**src/rtl/alu_fib_sequencer.sv**
```systemverilog
// Purpose: sequences ADD/SUB operations on an external combinational ALU to compute F(n).
// Latency: done pulses 2 + 3*n cycles after the edge that accepts start.
// Backpressure: start is ignored while busy; result/overflow are held until the next done.
module alu_fib_sequencer #(
  parameter int N = 32
) (
  input  logic         clk,
  input  logic         rst,
  input  logic         start,
  input  logic [N-1:0] n_in,
  output logic         busy,
  output logic         done,
  output logic [N-1:0] result,
  output logic         overflow,
  output logic [N-1:0] alu_src1,
  output logic [N-1:0] alu_src2,
  output logic [3:0]   alucontrol,
  input  logic [N-1:0] alu_result,
  input  logic         alu_zero
);

  localparam logic [3:0] OP_ADD = 4'h0;
  localparam logic [3:0] OP_SUB = 4'h1;

  typedef enum logic [2:0] {
    S_IDLE  = 3'd0,
    S_CHECK = 3'd1,
    S_ADD   = 3'd2,
    S_DEC   = 3'd3,
    S_DONE  = 3'd4
  } state_t;

  state_t       state_q;
  logic [N-1:0] a_q;       // F(i)
  logic [N-1:0] b_q;       // F(i+1)
  logic [N-1:0] k_q;       // iterations still to run
  logic         ova_q;     // a_q has wrapped at some point
  logic         ovb_q;     // b_q has wrapped at some point
  logic         busy_q;
  logic         done_q;
  logic [N-1:0] result_q;
  logic         overflow_q;
  logic         ovb_d;

  // ALU operand/opcode drive, decoded from the current state.
  always_comb begin
    alucontrol = OP_ADD;
    alu_src1   = '0;
    alu_src2   = '0;
    case (state_q)
      S_CHECK: begin
        alucontrol = OP_SUB;
        alu_src1   = k_q;
        alu_src2   = '0;
      end
      S_ADD: begin
        alucontrol = OP_ADD;
        alu_src1   = a_q;
        alu_src2   = b_q;
      end
      S_DEC: begin
        alucontrol = OP_SUB;
        alu_src1   = k_q;
        alu_src2   = N'(1);
      end
      default: begin
        alucontrol = OP_ADD;
        alu_src1   = '0;
        alu_src2   = '0;
      end
    endcase
  end

  // A sum smaller than one addend means the add carried out; the wrap flag is sticky.
  always_comb begin
    ovb_d = ovb_q | (alu_result < b_q);
  end

  // Control FSM with registered status outputs; k is decremented only through the ALU.
  always_ff @(posedge clk or posedge rst) begin
    if (rst) begin
      state_q    <= S_IDLE;
      a_q        <= '0;
      b_q        <= '0;
      k_q        <= '0;
      ova_q      <= 1'b0;
      ovb_q      <= 1'b0;
      busy_q     <= 1'b0;
      done_q     <= 1'b0;
      result_q   <= '0;
      overflow_q <= 1'b0;
    end else begin
      case (state_q)
        S_IDLE: begin
          done_q <= 1'b0;
          if (start) begin
            a_q     <= '0;
            b_q     <= N'(1);
            ova_q   <= 1'b0;
            ovb_q   <= 1'b0;
            k_q     <= n_in;
            busy_q  <= 1'b1;
            state_q <= S_CHECK;
          end
        end
        S_CHECK: begin
          if (alu_zero) begin
            result_q   <= a_q;
            overflow_q <= ova_q;
            done_q     <= 1'b1;
            state_q    <= S_DONE;
          end else begin
            state_q <= S_ADD;
          end
        end
        S_ADD: begin
          a_q     <= b_q;
          ova_q   <= ovb_q;
          b_q     <= alu_result;
          ovb_q   <= ovb_d;
          state_q <= S_DEC;
        end
        S_DEC: begin
          k_q     <= alu_result;
          state_q <= S_CHECK;
        end
        S_DONE: begin
          done_q  <= 1'b0;
          busy_q  <= 1'b0;
          state_q <= S_IDLE;
        end
        default: begin
          state_q <= S_IDLE;
        end
      endcase
    end
  end

  assign busy     = busy_q;
  assign done     = done_q;
  assign result   = result_q;
  assign overflow = overflow_q;

endmodule

```
**config.mk**
```make
export PLATFORM = sky130hd
export DESIGN_NAME = alu_fib_sequencer
export DESIGN_NICKNAME = d
export VERILOG_FILES = /design/src/rtl/alu_fib_sequencer.sv
export SDC_FILE = /design/constraint.sdc
export NUM_CORES = 1
export LEC_CHECK = 0
export BUFFER_PORTS_ARGS = -buffer_cell sky130_fd_sc_hd__buf_2
export CAP_MARGIN = 5
export CORE_MARGIN = 2
export CORE_UTILIZATION = 45
export CTS_CLUSTER_SIZE = 40
export DETAILED_ROUTE_END_ITERATION = 10
export GPL_TIMING_DRIVEN = 1
export PLACE_DENSITY = 0.79
export SETUP_SLACK_MARGIN = 0.05
export SKIP_LAST_GASP = 1
export SLEW_MARGIN = 20
export SYNTH_ARGS = -nofsm -noshare
export SYNTH_HDL_FRONTEND = slang
export SYNTH_SLANG_ARGS = --single-unit
```
**constraint.sdc**
```tcl
create_clock -name clk -period 5.33 [get_ports clk]
set_input_delay 0.7995 -clock clk [delete_from_list [all_inputs] [get_ports clk]]
set_output_delay 0.7995 -clock clk [all_outputs]
set_load 0.005 [all_outputs]
```
==> impl_table.tex, run 1 <==
\begin{tabular}{lr}
\hline
Metric & Value \\
\hline
\multicolumn{2}{l}{\textbf{Timing}} \\
Fin crit period & 3.26 ns \\
Remaining max-slew budget at the tightest pin & 0.321 \\
Hold Vio Cnt, Final & 0 \\
Achievable frequency & 307 MHz \\
Worst-case hold slack & 0.493 ns \\
Final WS setup & 2.07 ns \\
Sum Neg Setup Slack & 0 ns \\
Setup-failing EPs final & 0 \\
Skew final & 0.0130 ns \\
Setup repair after global routing missed its margin & false \\
Worst-Margin Slew & 1.02 ns \\
Ratio of final minimum period to clock period & 0.612 \\
Max-slew violations & 0 \\
\multicolumn{2}{l}{\textbf{Clocking}} \\
Sink Count & 136 \\
CTS resizes & 0 \\
Number of levels in the clock H-tree & 4 \\
Max Root-Sink Buffers & 2 \\
Quantity of hold-fixing buffers added after cts & 0 \\
Clock transition at the register clock pins on the worst setup and hold paths after CTS & 0.06 ns \\
Clock root buffer master & sky130\_fd\_sc\_hd\_\_clkbuf\_16 \\
Worst-Skew Late Latency & 0.43 ns \\
Clock tree from TritonCTS & done \\
Total clock buffers created by CTS & 17 \\
Setup bufs post-CTS & 0 \\
\multicolumn{2}{l}{\textbf{GRT}} \\
Wire length of the first global-routing pass & 26.1 mm \\
Total grt overflow & 0 \\
Vias in the first global route & 5243 \\
Antenna violations before repair & 0 \\
Pin count of the biggest net entering global routing & 96 \\
All-Layer GR Usage & 0.207 \\
\multicolumn{2}{l}{\textbf{Layout}} \\
Filler-free cell count of the finished design & 947 \\
Final Cell Area & 8020 um\^{}2 \\
Share of layout cells above drive strength 1 & 0.317 \\
Antenna fix cells & 0 \\
Layout net count & 853 \\
Layout overhead on the synthesized area & 23.0\% \\
\multicolumn{2}{l}{\textbf{Worst setup path}} \\
Critical path peak fanout & 65 \\
Highest cell delay on the worst timing path & 0.79 ns \\
Crit path DAT & 2.46 ns \\
Data required time at the worst endpoint & 4.53 ns \\
Type of the worst setup path & register to primary output \\
Cells along the critical path & inv\_2 > nor2\_4 > nand2\_2 > buf\_4 > nand2\_1 > buf\_2 \\
Cell type group with the largest total delay on the critical path & simple AND/OR/NAND/NOR gates \\
Setup crit end kind & primary output \\
Critical Path Source Type & register \\
Slowest CP cell & sky130\_fd\_sc\_hd\_\_nor2\_4 \\
Buffers and inverters on the worst path & 3 \\
\multicolumn{2}{l}{\textbf{Routing}} \\
Routed WL & 15.9 mm \\
Per-cell via count in the routed design & 5.40 \\
Average wire per cell in the routed design & 16.8 um \\
Iter 0 DRT Violations & 293 \\
Remaining antenna violation count & 0 \\
First-pass detailed-route iteration total & 5 \\
Number of design rule violations left after detail routing & 0 \\
Via Count & 5117 \\
\multicolumn{2}{l}{\textbf{Synth}} \\
Most frequently used cell type in the post-synthesis netlist & sky130\_fd\_sc\_hd\_\_dfrtp\_1 \\
Number of instances in the synthesized netlist & 605 \\
Synth top area cells & sky130\_fd\_sc\_hd\_\_dfrtp\_1, sky130\_fd\_sc\_hd\_\_ha\_1, sky130\_fd\_sc\_hd\_\_mux2\_2 \\
Ranking of synthesized cells by instance count & sky130\_fd\_sc\_hd\_\_dfrtp\_1, sky130\_fd\_sc\_hd\_\_nor2\_1, sky130\_fd\_sc\_hd\_\_a21oi\_1, sky130\_fd\_sc\_hd\_\_nand2\_1 \\
Most used DFF post-synth & sky130\_fd\_sc\_hd\_\_dfrtp\_1 \\
Yosys warning total & 0 \\
Number of flops mapped to enable cells by yosys & 0 \\
Number of flip-flops and latches in the synthesized netlist & 136 \\
Share of Yosys cell area claimed by the top area cell type & 0.522 \\
Biggest area consumer among synthesized cells & sky130\_fd\_sc\_hd\_\_dfrtp\_1 \\
Fraction of registers with async set or reset after synthesis & 1.00 \\
Post-synth design cell area & 6520 um\^{}2 \\
Share of the yosys chip area belonging to registers & 0.522 \\
Library cells used by synthesis & 36 \\
Avg Cell Area, Syn & 10.8 um\^{}2 \\
\multicolumn{2}{l}{\textbf{Place}} \\
Number of cells after detailed placement & 915 \\
RD Place Congestion & 0.744 \\
Placed instance area & 7420 um\^{}2 \\
Total half-perimeter wirelength after legalization and detailed placement & 10.4 mm \\
Port Buffer Count & 167 \\
Pre-CTS setup slack & 2.54 ns \\
\multicolumn{2}{l}{\textbf{Die}} \\
DIE HEIGHT & 124 um \\
Effective utilization at floorplan & 0.464 \\
Number of rows created at floorplan & 43 \\
X dimension of the die & 124 um \\
Core area & 14000 um\^{}2 \\
Die Outline Area & 15500 um\^{}2 \\
I/O Pins & 171 \\
\multicolumn{2}{l}{\textbf{Status}} \\
Result of the run & complete, no violations \\
\multicolumn{2}{l}{\textbf{Power and ir drop}} \\
Maximum VDD drop & 0.000310 V \\
P per Cell Area & 582 nW/um\^{}2 \\
Leakage & 4.27 nW \\
\multicolumn{2}{l}{\textbf{Hold path}} \\
Path category of the worst min-delay check & register to register \\
\multicolumn{2}{l}{\textbf{Flow run}} \\
Max-capacitance violation count & 0 \\
\hline
\end{tabular}
-- layer usage --
metal | routed length [um] | share of wire | up-vias | global-route usage
li1 | - | - | 2418 | -
met1 | 7180 | 0.45 | 2488 | 0.271
met2 | 7530 | 0.47 | 190 | 0.335
met3 | 1040 | 0.065 | 21 | 0.0619
met4 | 190 | 0.012 | 0 | 0.0608
met5 | 0 | 0 | - | 0
-- area by class of cell --
type                            count  area (um^2)
Inverter                           34          133
Clock inverter                      7         90.1
Multi-Input combinational cell    394         2800
Sequential cell                   136         3400
Timing Repair Buffer              171          866
Fill cell                        1214         6020
Tap cell                          180          225
Clock buffer                       25          505
-- stage by stage --
stage	utilization	power (W)
floorplan	-	0.00290
global placement	0.529	0.00344
detailed placement	0.529	0.00351
CTS	0.571	0.00470
global route	0.571	0.00498
finish	0.571	0.00467
-- power breakdown --
group          internal (W)  switching [W]
sequential          0.00148       0.000252
clock              0.000748       0.000434
combinational      0.000808       0.000946
total               0.00304        0.00163
-- worst min-delay path, cell delays in order (launching register included) --
cell,delay (ns)
sky130_fd_sc_hd__dfrtp_1,0.33
sky130_fd_sc_hd__nand2_1,0.05
sky130_fd_sc_hd__o21ai_0,0.07
-- sequential cells by signal, summed over array words and instances, names as in the netlist --
| name | cells |
|---|---|
| b_q | 32 |
| ovb_q | 1 |
| done | 1 |
| overflow | 1 |
| result | 32 |
| ova_q | 1 |
| state_q | 3 |
| busy | 1 |
| a_q | 32 |
| k_q | 32 |
-- layout by cell type, fill, tap and decap left out, types with 8 or more instances in the layout --
cell / Yosys / layout
sky130_fd_sc_hd__o31ai_1: 31 / 31
sky130_fd_sc_hd__mux2i_1: 32 / 32
sky130_fd_sc_hd__o21ai_0: 8 / 8
sky130_fd_sc_hd__a22o_1: 32 / 32
sky130_fd_sc_hd__a21o_1: 32 / 32
sky130_fd_sc_hd__buf_2: 11 / 167
sky130_fd_sc_hd__nand2_1: 48 / 47
sky130_fd_sc_hd__a21oi_1: 49 / 49
sky130_fd_sc_hd__nor2_1: 68 / 66
sky130_fd_sc_hd__mux2_2: 33 / 33
sky130_fd_sc_hd__ha_1: 31 / 31
sky130_fd_sc_hd__dfrtp_1: 136 / 136
sky130_fd_sc_hd__clkbuf_16: 0 / 17
sky130_fd_sc_hd__inv_1: 33 / 32
-- kinds of logic (layout without fill, tap and decap cells) --
family,Yosys count,count (layout),synth area share
AO/OA/AOI/OAI,162,162,0.171
flip-flops,136,136,0.522
AND/OR/NAND/NOR,133,133,0.0854
buffers and inverters,77,237,0.0551
multiplexers,65,65,0.106
adder cells (fa/ha/maj),31,31,0.0595
other,1,3,0.000575
-- final timing paths --
path,slack (ns),end,from,cells after the start
max,2.07,alu_src2[0],state_q[0]$_DFFE_PP0P_,6
min,0.49,ova_q$_DFFE_PP0P_,ovb_q$_DFFE_PP0P_,2
max reg2reg,2.92,a_q[7]$_DFFE_PP0P_,state_q[1]$_DFFE_PP0P_,4
min reg2reg,0.49,ova_q$_DFFE_PP0P_,ovb_q$_DFFE_PP0P_,2
max in group asynchronous,3.66,b_q[3]$_DFFE_PP0P_,rst,3
min in group asynchronous,0.56,result[29]$_DFFE_PP0P_,rst,2
Power figures use the tool's default switching activity.
==> run 2, diff against run 1 <==
Settings changed: PLACE_DENSITY 0.79 to 0.81.
Clock period 5.33 ns to 2.67 ns, I/O delays scaled along.
==> impl_table.tex, run 2 (same netlist as run 1, synthesis figures left out) <==
\begin{tabular}{lr}
\hline
Metric & Value \\
\hline
\multicolumn{2}{l}{\textbf{Status}} \\
Result of the run & complete, no violations \\
\multicolumn{2}{l}{\textbf{Layout}} \\
Share of layout cells above drive strength 1 & 0.329 (+0.0127) \\
Layout net count & 864 (+1.3\%) \\
Final-layout fill cell count & 1169 (-3.7\%) \\
Commonest cells after routing, fill and taps aside & sky130\_fd\_sc\_hd\_\_buf\_2, sky130\_fd\_sc\_hd\_\_dfrtp\_1, sky130\_fd\_sc\_hd\_\_nor2\_1 \\
Most common cell after layout, fill and taps aside & sky130\_fd\_sc\_hd\_\_buf\_2 \\
Final Cell Area & 8170 um\^{}2 (+1.8\%) \\
Layout overhead on the synthesized area & 25.2\% \\
Antenna fix cells & 0 (unchanged) \\
Filler-free cell count of the finished design & 957 (+1.1\%) \\
\multicolumn{2}{l}{\textbf{Clocking}} \\
Clock root buffer master & sky130\_fd\_sc\_hd\_\_clkbuf\_16 \\
Clock transition at the register clock pins on the worst setup and hold paths after CTS & 0.06 ns (about the same) \\
Worst-Skew Late Latency & 0.42 ns (about the same) \\
Clock tree from TritonCTS & done \\
Quantity of hold-fixing buffers added after cts & 0 (unchanged) \\
Total clock buffers created by CTS & 17 (unchanged) \\
Number of levels in the clock H-tree & 4 (unchanged) \\
Sink Count & 136 (unchanged) \\
Max Root-Sink Buffers & 2 (unchanged) \\
\multicolumn{2}{l}{\textbf{Die}} \\
Number of rows created at floorplan & 43 (unchanged) \\
I/O Pins & 171 (unchanged) \\
Effective utilization at floorplan & 0.464 (unchanged) \\
Die Outline Area & 15500 um\^{}2 (unchanged) \\
DIE HEIGHT & 124 um (unchanged) \\
Core area & 14000 um\^{}2 (unchanged) \\
X dimension of the die & 124 um (unchanged) \\
\multicolumn{2}{l}{\textbf{Routing}} \\
Remaining antenna violation count & 0 (unchanged) \\
Per-cell via count in the routed design & 5.42 (+0.23\%) \\
Average wire per cell in the routed design & 17.2 um (+2.5\%) \\
Number of design rule violations left after detail routing & 0 (unchanged) \\
First-pass detailed-route iteration total & 5 (unchanged) \\
Via Count & 5183 (+1.3\%) \\
Routed WL & 16.5 mm (+3.5\%) \\
Iter 0 DRT Violations & 309 (+5.5\%) \\
\multicolumn{2}{l}{\textbf{Worst setup path}} \\
Critical path capture point & alu\_src2[3] \\
Worst-case register-to-register setup slack & 0.54 ns (-2.38 ns) \\
Setup crit end kind & primary output \\
Worst-case reg-to-reg path depth & 4 (unchanged) \\
Reg-to-reg endpoint & a\_q[13]\$\_DFFE\_PP0P\_ \\
Type of the worst setup path & register to primary output \\
Critical path peak fanout & 34 (-48\%) \\
Critical Path Source Type & register \\
Crit path DAT & 2.07 ns (-0.39 ns) \\
Crit path from & state\_q[2]\$\_DFFE\_PP0P\_ \\
Reg-to-Reg Start & state\_q[2]\$\_DFFE\_PP0P\_ \\
Data required time at the worst endpoint & 2.27 ns (-2.26 ns) \\
\multicolumn{2}{l}{\textbf{GRT}} \\
Total grt overflow & 0 (unchanged) \\
Most Used Layer, Global Route & met2 \\
All-Layer GR Usage & 0.215 (+0.00761) \\
Pin count of the biggest net entering global routing & 137 (+43\%) \\
Vias in the first global route & 5168 (-1.4\%) \\
Met1 capacity usage during global routing & 0.282 (+0.0103) \\
Antenna violations before repair & 0 (unchanged) \\
Wire length of the first global-routing pass & 26.6 mm (+1.8\%) \\
Met3 demand-to-capacity share in global routing & 0.0619 (unchanged) \\
Met2 routing resource usage after global routing & 0.345 (+0.0106) \\
\multicolumn{2}{l}{\textbf{Power and ir drop}} \\
Switching part of the total power & 0.354 (+0.00412) \\
Net switching power of the design & 0.00337 W (+110\%) \\
Power share of the sequential group & 0.364 (-0.007) \\
Leakage & 4.33 nW (+1.6\%) \\
Internal portion of total power & 0.00616 W (+100\%) \\
Share of power burned in combinational logic & 0.387 (+0.011) \\
Clk pwr share & 0.250 (-0.003) \\
P per Cell Area & 1170 nW/um\^{}2 (+100\%) \\
Maximum VDD drop & 0.000699 V (+130\%) \\
\multicolumn{2}{l}{\textbf{Place}} \\
Port Buffer Count & 167 (unchanged) \\
Number of cells after detailed placement & 923 (+0.87\%) \\
RD Place Congestion & 0.790 (+6.2\%) \\
Placed instance area & 7520 um\^{}2 (+1.3\%) \\
Total half-perimeter wirelength after legalization and detailed placement & 11.0 mm (+6.1\%) \\
\multicolumn{2}{l}{\textbf{Timing}} \\
Setup-failing EPs final & 0 (unchanged) \\
Ratio of final minimum period to clock period & 0.926 \\
Setup repair after global routing missed its margin & true \\
Remaining max-slew budget at the tightest pin & 0.392 (+0.0709) \\
Worst-Margin Slew & 0.910 ns (-0.109 ns) \\
Sum Neg Setup Slack & 0 ns (unchanged) \\
Skew final & 0.00563 ns (-0.00739 ns) \\
Achievable frequency & 404 MHz \\
Hold Vio Cnt, Final & 0 (unchanged) \\
Max-slew violations & 0 (unchanged) \\
Fin crit period & 2.47 ns \\
\multicolumn{2}{l}{\textbf{Flow run}} \\
Max-capacitance violation count & 0 (unchanged) \\
\multicolumn{2}{l}{\textbf{Hold path}} \\
Path category of the worst min-delay check & input port to asynchronous set/reset pin \\
\hline
\end{tabular}
[run 2: critical path, stage by stage, from the launching register on]
cell and delay [ns]:
sky130_fd_sc_hd__dfrtp_1 0.47, sky130_fd_sc_hd__inv_1 0.24, sky130_fd_sc_hd__nand3_4 0.43, sky130_fd_sc_hd__nor2_1 0.34, sky130_fd_sc_hd__buf_2 0.16
[run 2: how the worst min path moves through the flow]
stage               slack [ns]  cells past startpoint                      to               from
floorplan                 0.44                      2       ova_q$_DFFE_PP0P_  ovb_q$_DFFE_PP0P_
global placement          0.47                      2       ova_q$_DFFE_PP0P_  ovb_q$_DFFE_PP0P_
detailed placement        0.47                      2       ova_q$_DFFE_PP0P_  ovb_q$_DFFE_PP0P_
CTS                       0.20                      3      b_q[0]$_DFFE_PP0P_      alu_result[0]
global route              0.22                      3     b_q[11]$_DFFE_PP0P_     alu_result[11]
finish                    0.12                      3  result[30]$_DFFE_PP0P_                rst
[run 2: power groups by stage]
stage	logic, W	clock network [W]	registers (W)
6_report	0.00368	0.00238	0.00347
5_1_grt	0.00408	0.00252	0.00357
4_1_cts	0.00366	0.00242	0.00346
3_5_place_dp	0.00363	0	0.00348
3_3_place_gp	0.00356	0	0.00345
2_1_floorplan	0.00243	0	0.00337
[run 2: cell type report]
cell class,instances,area [um^2],area share
multi-input cells,395,2810,0.344
flip-flops and latches,136,3400,0.417
well taps,180,225,0.0276
repair buffers,181,998,0.122
clock inverters,13,155,0.0190
inverters,34,131,0.0161
clock buffers,18,439,0.0538
[run 2: per-layer routing]
layer,vias to the layer above,wire [um]
li1,2445,-
met1,2520,7440
met2,197,7780
met4,0,220
met5,-,0
met3,21,1060
[run 2: what timing repair did]
action                     in CTS  in global routing
hold endpoints to repair        0                  0
resized for setup               1                  1
gates cloned                    0                  1
setup buffers                   0                  2
setup endpoints to repair      31                 19
[run 2: per-stage QoR]
stage	utilization	worst slack [ns]	total power, W	hold WS [ns]
global placement	0.536	0.479	0.00701	0.472
floorplan	-	0.576	0.00580	0.442
detailed placement	0.536	0.372	0.00711	0.471
finish	0.581	0.197	0.00953	0.125
CTS	0.578	0.0743	0.00954	0.197
global route	0.581	0.0431	0.0102	0.220
==> run 3, diff against run 2 <==
Settings changed: CORE_UTILIZATION 45 to 30, PLACE_DENSITY 0.81 to 0.59.
Clock period 2.67 ns to 2.6 ns, I/O delays scaled along.
==> impl_table.tex, run 3 (same netlist as run 1, synthesis figures left out) <==
\begin{tabular}{lr}
\hline
Metric & Value \\
\hline
\multicolumn{2}{l}{\textbf{Worst setup path}} \\
Worst-case register-to-register setup slack & 0.36 ns (-0.18 ns) \\
Crit path DAT & 2.07 ns (about the same) \\
Reg-to-Reg Start & state\_q[2]\$\_DFFE\_PP0P\_ \\
Worst-case reg-to-reg path depth & 5 (+1) \\
Type of the worst setup path & register to primary output \\
Reg-to-reg endpoint & a\_q[0]\$\_DFFE\_PP0P\_ \\
Critical path peak fanout & 19 (-44\%) \\
Data required time at the worst endpoint & 2.21 ns (-0.06 ns) \\
Setup crit end kind & primary output \\
Critical Path Source Type & register \\
\multicolumn{2}{l}{\textbf{Power and ir drop}} \\
Leakage & 4.39 nW (+1.4\%) \\
P per Cell Area & 1210 nW/um\^{}2 (+3.3\%) \\
Switching part of the total power & 0.347 (-0.00687) \\
Net switching power of the design & 0.00351 W (+4.1\%) \\
Maximum VDD drop & 0.000548 V (-22\%) \\
Internal portion of total power & 0.00661 W (+7.3\%) \\
Share of power burned in combinational logic & 0.377 (-0.010) \\
Clk pwr share & 0.271 (+0.021) \\
Power share of the sequential group & 0.352 (-0.012) \\
\multicolumn{2}{l}{\textbf{Timing}} \\
Worst-case hold slack & 0.0628 ns (-0.0621 ns) \\
Ratio of final minimum period to clock period & 0.947 \\
Setup repair after global routing missed its margin & true \\
Final WS setup & 0.139 ns (-0.0579 ns) \\
Skew final & 0.00789 ns (+0.00227 ns) \\
Setup-failing EPs final & 0 (unchanged) \\
Worst-Margin Slew & 0.979 ns (+0.0697 ns) \\
Max-slew violations & 0 (unchanged) \\
Achievable frequency & 406 MHz \\
Fin crit period & 2.46 ns \\
Hold Vio Cnt, Final & 0 (unchanged) \\
Remaining max-slew budget at the tightest pin & 0.346 (-0.0466) \\
\multicolumn{2}{l}{\textbf{Layout}} \\
Commonest cells after routing, fill and taps aside & sky130\_fd\_sc\_hd\_\_buf\_2, sky130\_fd\_sc\_hd\_\_dfrtp\_1, sky130\_fd\_sc\_hd\_\_nor2\_1 \\
Share of layout cells above drive strength 1 & 0.334 (+0.00429) \\
Area occupied by multi-input gates & 2810 um\^{}2 (unchanged) \\
Most common cell after layout, fill and taps aside & sky130\_fd\_sc\_hd\_\_buf\_2 \\
Final-layout fill cell count & 2111 (+81\%) \\
Layout overhead on the synthesized area & 28.7\% \\
Layout net count & 868 (+0.46\%) \\
Seq. cell area & 3400 um\^{}2 (unchanged) \\
\multicolumn{2}{l}{\textbf{Routing}} \\
Average wire per cell in the routed design & 17.3 um (+0.44\%) \\
Number of design rule violations left after detail routing & 0 (unchanged) \\
Routed WL & 18.3 mm (+11\%) \\
First-pass detailed-route iteration total & 4 (-1) \\
Via Count & 5061 (-2.4\%) \\
Iter 0 DRT Violations & 221 (-28\%) \\
Per-cell via count in the routed design & 4.78 (-12\%) \\
Remaining antenna violation count & 0 (unchanged) \\
\multicolumn{2}{l}{\textbf{GRT}} \\
Wire length of the first global-routing pass & 28.1 mm (+5.6\%) \\
All-Layer GR Usage & 0.162 (-0.0525) \\
Vias in the first global route & 4989 (-3.5\%) \\
Pin count of the biggest net entering global routing & 58 (-58\%) \\
Total grt overflow & 0 (unchanged) \\
Antenna violations before repair & 2 (+2) \\
\multicolumn{2}{l}{\textbf{Die}} \\
Number of rows created at floorplan & 53 (+23\%) \\
Core area & 21200 um\^{}2 (+51\%) \\
X dimension of the die & 151 um (+22\%) \\
I/O Pins & 171 (unchanged) \\
Effective utilization at floorplan & 0.308 (-0.156) \\
DIE HEIGHT & 151 um (+22\%) \\
Die Outline Area & 22900 um\^{}2 (+48\%) \\
\multicolumn{2}{l}{\textbf{Place}} \\
Pre-CTS setup slack & 0.475 ns (+0.103 ns) \\
Total half-perimeter wirelength after legalization and detailed placement & 12.6 mm (+15\%) \\
RD Place Congestion & 0.769 (-2.7\%) \\
Port Buffer Count & 167 (unchanged) \\
\multicolumn{2}{l}{\textbf{Clocking}} \\
Clock transition at the register clock pins on the worst setup and hold paths after CTS & 0.06 ns (about the same) \\
Quantity of hold-fixing buffers added after cts & 0 (unchanged) \\
Sink Count & 136 (unchanged) \\
Clock tree from TritonCTS & done \\
Max Root-Sink Buffers & 2 (unchanged) \\
Total clock buffers created by CTS & 17 (unchanged) \\
Clock root buffer master & sky130\_fd\_sc\_hd\_\_clkbuf\_16 \\
Worst-Skew Late Latency & 0.42 ns (about the same) \\
Number of levels in the clock H-tree & 4 (unchanged) \\
\multicolumn{2}{l}{\textbf{Hold path}} \\
Path category of the worst min-delay check & input port to asynchronous set/reset pin \\
\multicolumn{2}{l}{\textbf{Status}} \\
Result of the run & complete, no violations \\
\multicolumn{2}{l}{\textbf{Flow run}} \\
Max-capacitance violation count & 0 (unchanged) \\
\hline
\end{tabular}
run 3: cell types whose count changed in the layout (fill, tap and decap cells not counted), moves of 2 or more:
cell                        previous run  this run
sky130_fd_sc_hd__buf_4                10        13
sky130_fd_sc_hd__bufinv_16             3         5
sky130_fd_sc_hd__clkbuf_8              1         4
sky130_fd_sc_hd__clkinv_2              5         2
run 3: critical path: stages (launching register included):
cell	delay (ns)
sky130_fd_sc_hd__dfrtp_1	0.48
sky130_fd_sc_hd__inv_1	0.26
sky130_fd_sc_hd__nand3_4	0.27
sky130_fd_sc_hd__buf_12	0.26
sky130_fd_sc_hd__nor2_1	0.22
sky130_fd_sc_hd__buf_2	0.17
run 3: metal layers:
| metal | global-route usage | share of wire | vias up |
|---|---|---|---|
| li1 | - | - | 2460 |
| met1 | 0.226 | 0.48 | 2459 |
| met2 | 0.252 | 0.46 | 123 |
| met3 | 0.0416 | 0.047 | 17 |
| met4 | 0.0439 | 0.010 | 2 |
| met5 | 0 | 0.00071 | - |
run 3: timing repair:
action,in CTS,in global routing
resized for setup,0,2
buffers inserted,0,1
pin swaps,0,1
gates cloned,0,1
endpoints found under the setup margin,2,28
run 3: area by class of cell:
class / instances / share of cell area
diodes: 1 / 0.000298
clock buffers: 21 / 0.0573
repair buffers: 185 / 0.122
flip-flops and latches: 136 / 0.406
multi-input cells: 395 / 0.335
well taps: 275 / 0.0410
clock inverters: 11 / 0.0230
inverters: 34 / 0.0157
run 3: worst max path at each step:
| stage | startpoint | endpoint | slack [ns] | depth (start not counted) |
|---|---|---|---|---|
| after floorplan | rst | a_q[0]$_DFFE_PP0P_ | 0.52 | 1 |
| after global placement | state_q[1]$_DFFE_PP0P_ | alu_src2[19] | 0.48 | 4 |
| after detailed placement | state_q[2]$_DFFE_PP0P_ | a_q[0]$_DFFE_PP0P_ | 0.47 | 5 |
| after CTS | state_q[1]$_DFFE_PP0P_ | alu_src2[19] | 0.03 | 4 |
| after global routing | state_q[1]$_DFFE_PP0P_ | alu_src2[19] | -0.01 | 4 |
| final | state_q[2]$_DFFE_PP0P_ | alu_src2[19] | 0.14 | 5 |
run 3: per-stage QoR:
step	power (W)	utilization	setup TNS (ns)	area, um^2	instances
floorplan	0.00595	-	0	6530	607
global placement	0.00735	0.364	0	7690	1023
detailed placement	0.00743	0.364	0	7690	1023
CTS	0.0102	0.395	0	8360	1055
global route	0.0109	0.397	-0.0134	8390	1057
finish	0.0101	0.397	0	8390	1058
run 3: power groups by stage:
stage	registers, W	logic (W)	clock network [W]
after floorplan	0.00346	0.00249	0
after global placement	0.00358	0.00377	0
after detailed placement	0.00359	0.00383	0
after CTS	0.00356	0.00385	0.00281
after global routing	0.00369	0.00427	0.00290
final	0.00356	0.00382	0.00274
